<file path="config.mk">
export PLATFORM = sky130hd
export DESIGN_NAME = instr_mem_prog
export DESIGN_NICKNAME = d
export VERILOG_FILES = /design/src/rtl/instr_mem_pkg.sv /design/src/rtl/instr_mem_array.sv /design/src/rtl/instr_mem_prog.sv
export SDC_FILE = /design/constraint.sdc
export NUM_CORES = 2
export LEC_CHECK = 0
export CAP_MARGIN = 20
export CORE_MARGIN = 2
export CORE_UTILIZATION = 55
export CTS_BUF_LIST = sky130_fd_sc_hd__clkbuf_2 sky130_fd_sc_hd__clkbuf_4 sky130_fd_sc_hd__clkbuf_8
export CTS_CLUSTER_DIAMETER = 200
export DETAILED_ROUTE_END_ITERATION = 8
export GPL_ROUTABILITY_DRIVEN = 0
export PLACE_DENSITY = 0.71
export REMOVE_ABC_BUFFERS = 1
export SLEW_MARGIN = 25
export SYNTH_ARGS = -nofsm -noshare
export SYNTH_HDL_FRONTEND = slang
export SYNTH_SLANG_ARGS = --single-unit
</file>
<file path="constraint.sdc">
create_clock -name clk -period 9 [get_ports clk]
set_input_delay 1.8 -clock clk [delete_from_list [all_inputs] [get_ports clk]]
set_output_delay 1.8 -clock clk [all_outputs]
set_load 0.01 [all_outputs]
</file>
<file path="src/rtl/instr_mem_pkg.sv">
// Shared types and constants for the loadable instruction memory.
// Holds the LOAD/RUN state encoding and the default filler instruction.
package instr_mem_pkg;

  typedef enum logic {
    LOAD = 1'b0,
    RUN  = 1'b1
  } state_t;

  // addi x0,x0,0: returned for any word that does not hold loaded program
  localparam logic [31:0] NOP_WORD_DEFAULT = 32'h00000013;

endpackage

</file>
<file path="src/rtl/instr_mem_array.sv">
// Instruction storage: one synchronous write port and one asynchronous read port.
// The contents are deliberately left out of reset so that a reset does not erase them.
module instr_mem_array #(
  parameter int ADDR_W = 7,
  parameter int DATA_W = 32
) (
  input  logic              clk,
  input  logic              we,
  input  logic [ADDR_W-1:0] waddr,
  input  logic [DATA_W-1:0] wdata,
  input  logic [ADDR_W-1:0] raddr,
  output logic [DATA_W-1:0] rdata
);

  logic [DATA_W-1:0] mem [0:(1<<ADDR_W)-1];

  always_ff @(posedge clk) begin
    if (we) begin
      mem[waddr] <= wdata;
    end
  end

  // Combinational fetch: the core sees the instruction in the same cycle it presents the PC
  assign rdata = mem[raddr];

endmodule

</file>
<file path="src/rtl/instr_mem_prog.sv">
// Instruction memory that a streaming port loads with a program, then serves to the core.
// During loading, and beyond the end of the loaded program, fetches return the filler word.
module instr_mem_prog
  import instr_mem_pkg::*;
#(
  parameter int               INS_ADDRESS = 9,
  parameter int               INS_W       = 32,
  parameter logic [INS_W-1:0] NOP_WORD    = INS_W'(NOP_WORD_DEFAULT)
) (
  input  logic                   clk,
  input  logic                   reset,
  input  logic [INS_ADDRESS-1:0] ra,
  output logic [INS_W-1:0]       rd,
  output logic                   misalign,
  output logic                   run,
  input  logic                   ld_valid,
  output logic                   ld_ready,
  input  logic [INS_W-1:0]       ld_data,
  input  logic                   ld_last,
  input  logic                   ld_start,
  output logic [INS_ADDRESS-2:0] words_loaded
);

  localparam int IDX_W = INS_ADDRESS - 2;
  localparam int DEPTH = 1 << IDX_W;
  localparam logic [IDX_W-1:0]       WPTR_LAST  = IDX_W'(DEPTH - 1);
  localparam logic [INS_ADDRESS-2:0] COUNT_FULL = (INS_ADDRESS-1)'(DEPTH);

  state_t                 state_reg, state_next;
  logic [IDX_W-1:0]       wptr_reg, wptr_next;
  logic [INS_ADDRESS-2:0] count_reg, count_next;
  logic                   ld_ready_reg;
  logic                   accept;
  logic                   wptr_full;
  logic [IDX_W-1:0]       rd_idx;
  logic [INS_W-1:0]       mem_rdata;

  assign accept    = ld_valid && ld_ready_reg;
  assign wptr_full = (wptr_reg == WPTR_LAST);
  assign rd_idx    = ra[INS_ADDRESS-1:2];

  instr_mem_array #(
    .ADDR_W (IDX_W),
    .DATA_W (INS_W)
  ) u_array (
    .clk   (clk),
    .we    (accept),
    .waddr (wptr_reg),
    .wdata (ld_data),
    .raddr (rd_idx),
    .rdata (mem_rdata)
  );

  // State register; ld_ready is registered from the next state so it tracks LOAD exactly
  always_ff @(posedge clk) begin
    if (!reset) begin
      state_reg    <= LOAD;
      wptr_reg     <= '0;
      count_reg    <= '0;
      ld_ready_reg <= 1'b1;
    end else begin
      state_reg    <= state_next;
      wptr_reg     <= wptr_next;
      count_reg    <= count_next;
      ld_ready_reg <= (state_next == LOAD);
    end
  end

  always_comb begin
    state_next = state_reg;
    wptr_next  = wptr_reg;
    count_next = count_reg;
    case (state_reg)
      LOAD: begin
        if (accept) begin
          // The last slot ends the load, so the pointer holds instead of wrapping
          if (!wptr_full) begin
            wptr_next = wptr_reg + 1'b1;
          end
          if (count_reg != COUNT_FULL) begin
            count_next = count_reg + 1'b1;
          end
          if (ld_last || wptr_full) begin
            state_next = RUN;
          end
        end
      end
      RUN: begin
        if (ld_start) begin
          state_next = LOAD;
          wptr_next  = '0;
          count_next = '0;
        end
      end
      default: state_next = LOAD;
    endcase
  end

  always_comb begin
    run          = (state_reg == RUN);
    ld_ready     = ld_ready_reg;
    words_loaded = count_reg;
    misalign     = |ra[1:0];
    rd           = NOP_WORD;
    if (state_reg == RUN && {1'b0, rd_idx} < count_reg) begin
      rd = mem_rdata;
    end
  end

endmodule

</file>
==> summary.md <==
| Metric | Value |
|---|---|
| Max Fanout on Critical Path | 59 |
| Commonest non-fill, non-tap cell in the layout | edfxtp_1 |
| Clock-pin slew on the worst setup and hold paths | 0.06 ns |
| Rows | 197 |
| Final period utilization | 91.3% |
| FFs w/ async S/R, synth | 0% |
| Core box area | 0.288 mm^2 |
| Simple-gate area share of the yosys netlist | 1.62% |
| Synth cell types | 69 |
| Unrepaired setup endpoints after global routing | no |
| I/O pin count | 89 |
| WP data required | 7.20 ns |
| Worst EP arrival | 6.42 ns |
| Die W | 542 um |
| Minimum clock period | 8.22 ns |
| Top_reg_cell synth | edfxtp_1 |
| Outcome | completed |
| Relative slew slack | 19.1% |
| First-pass GRT wire length | 626000 um |
| Synthesized netlist cell count | 7597 |
| Starting Density | 55.3% |
| DP Worst Slack | 0.850 ns |
| R2R Path Start | ld_ready$_SDFF_PN1_ |
| Largest family of logic cells by synthesized area | multiplexers |
| Clk root buf | clkbuf_8 |
| Setup crit start kind | input port |
| Die Height | 542 um |
| Final Max Slew Viols | 0 |
| Post-cts repair resize count | 0 |
| FF+latch count, synth | 4113 |
| Peak VDD IR | 0.179 mV |
| Initial drt markers | 13200 |
| IO buf count | 88 |
| Post-Synth XOR/XNOR Area | 0.0495% |
| Initial antenna violation count | 31 |
| Final nets | 8275 |
| Worst-Margin Slew | 1.21 ns |
| TritonCTS clock tree | yes |
| Reg-to-reg slack, setup | 5.58 ns |
| Syn Std Cell Area | 0.159 mm^2 |
| Gr ovfl total | 0 |
| CTS Buf Count | 639 |
| Final worst setup slack | 0.779 ns |
| Compound-Gate Fraction of Synth Area | 4.34% |
| Synth Area in Adders | 0.0708% |
| Crit path kind | in2out |
| Syn_area_per_cell | 20.9 um^2 |
| Setup Viol. Count Final | 0 |
| Max_cap viols | 0 |
| Hold WC Path Type | reg2reg |
| HP Start | words_loaded[6]$_SDFFE_PN0P_ |
| Setup Skew | 0.0939 ns |
| Worst skew pair latency | 1.22 ns |
| CTS H-tree lvls | 6 |
| Via-to-Cell Ratio | 6.78 |
| Seq/Total Area, Yosys | 77.5% |
| Post-synth EDFFs | 4096 |
| CP Capture Type | output pin |
| Hold_buf cts | 0 |
| Yosys warns | 0 |
| Clock Tree Buf Depth | 4 |
| Final Hold Viols | 0 |
| Area growth from synthesis to final layout | 12.1% |
| Post CTS Setup Buffer Count | 0 |
| DR pass1 iterations | 8 |
| Drc violations | 0 |
| Power Total | 38300 uW |
| Proportion of synthesized area in mux cells | 14.7% |
| Hpwl dp | 253000 um |
| Clock sink count | 4113 |
| Max frequency | 122 MHz |
| Leakage Power | 0.0573 uW |
| Ratio of cells with drive above 1 in the final layout | 25.5% |
| Die area | 0.294 mm^2 |
| Post-route antenna net violation count | 0 |
| All-Layer GR Usage | 30.5% |
| Setup TNS | 0 ns |
| Pin count of the biggest net entering global routing | 102 |
| Fill count | 19400 |
| Max reg flops | 4096 |
| Critical Path Start | ra[2] |
| Critical Path End | rd[25] |
| Vias in the first global route | 83600 |
| Worst hold slack | 0.605 ns |
| Reg2reg end | u_array.mem[0][1]$_DFFE_PP_ |
| Commonest non-fill, non-tap cells in the layout | 4096 x edfxtp_1, 768 x mux2i_1, 685 x mux4_2 |
| WL per Instance | 36.2 um |
| DRT Wirelength | 452000 um |
| DR vias | 84700 |
| PD cells | 215 mW/mm^2 |
| Reg2Reg Depth | 4 |
routing by layer:
metal | vias to the layer above | part of all wire [%] | GRT usage (%)
met5 | - | 0.017 | 0
met4 | 12 | 5.7 | 15.5
met3 | 1065 | 12 | 7.48
met2 | 5984 | 46 | 46.9
met1 | 44300 | 36 | 40.8
li1 | 33400 | - | -
how the worst min path moves through the flow:
stage	depth (start not counted)	endpoint
after floorplan	2	wptr_reg[3]$_SDFFE_PN0P_
after global placement	3	words_loaded[7]$_SDFFE_PN0P_
after detailed placement	3	words_loaded[7]$_SDFFE_PN0P_
after CTS	3	words_loaded[7]$_SDFFE_PN0P_
after global routing	3	words_loaded[5]$_SDFFE_PN0P_
final	3	words_loaded[7]$_SDFFE_PN0P_
kinds of logic (layout without fill, tap and decap cells):
group | after synthesis | after routing
xor gates and xnor gates | 9 | 9
and+or+nand+nor | 567 | 567
muxes | 1472 | 1472
buffers and inverters | 468 | 1565
DFF | 4113 | 4113
AOI/OAI and AO/OA | 959 | 959
adders and majority gates | 9 | 9
other | 0 | 18
critical path, stage by stage:
cell and delay (ns):
buf_16 0.39, buf_4 0.46, buf_4 0.43, mux2i_1 0.24
a221oi_1 0.12, o21ai_0 0.22, nand2_1 0.31, a22oi_1 1.00
nand4_1 0.50, clkdlybuf4s50_1 0.62
report_power, final:
part	switching [uW]	leakage (uW)	internal (uW)	total, uW
clock network	7330	0.00642	7780	15100
registers	14.7	0.0370	21100	21100
logic	1450	0.0139	652	2100
total	8790	0.0573	29500	38300
through the flow:
stage               std cells  utilization, %  instance area, um^2
floorplan                7142               -               156000
global placement        11400            57.7               166000
detailed placement      11400            57.7               166000
CTS                     12500            61.9               178000
global route            12500            62.0               178000
finish                  12500            62.0               178000
cell usage after synthesis, types with 60 or more instances:
cell      instances  share of area (%)
nor3_1           60               0.19
a21oi_1         109               0.34
mux2i_1         768                4.8
a221oi_1        313                1.7
o21ai_0         209               0.66
nand2_1         115               0.27
edfxtp_1       4096                 77
buf_6            79               0.56
mux4_2          685                9.7
clkbuf_1        235               0.55
buf_4            63               0.30
nand3_1         127               0.40
nor2_1          181               0.43
a22oi_1         134               0.63
final cells by class:
class | instances | area [um^2] | area share [%]
Antenna cell | 18 | 45.0 | 0.0252
Clock buffer | 838 | 10300 | 5.78
Clock inverter | 277 | 1850 | 1.03
Inverter | 13 | 63.8 | 0.0358
Multi-Input combinational cell | 3016 | 34100 | 19.1
Sequential cell | 4113 | 123000 | 69.1
Tap cell | 3781 | 4730 | 2.65
Timing Repair Buffer | 437 | 4010 | 2.25
Note: power is estimated with default switching activity, not from simulation.
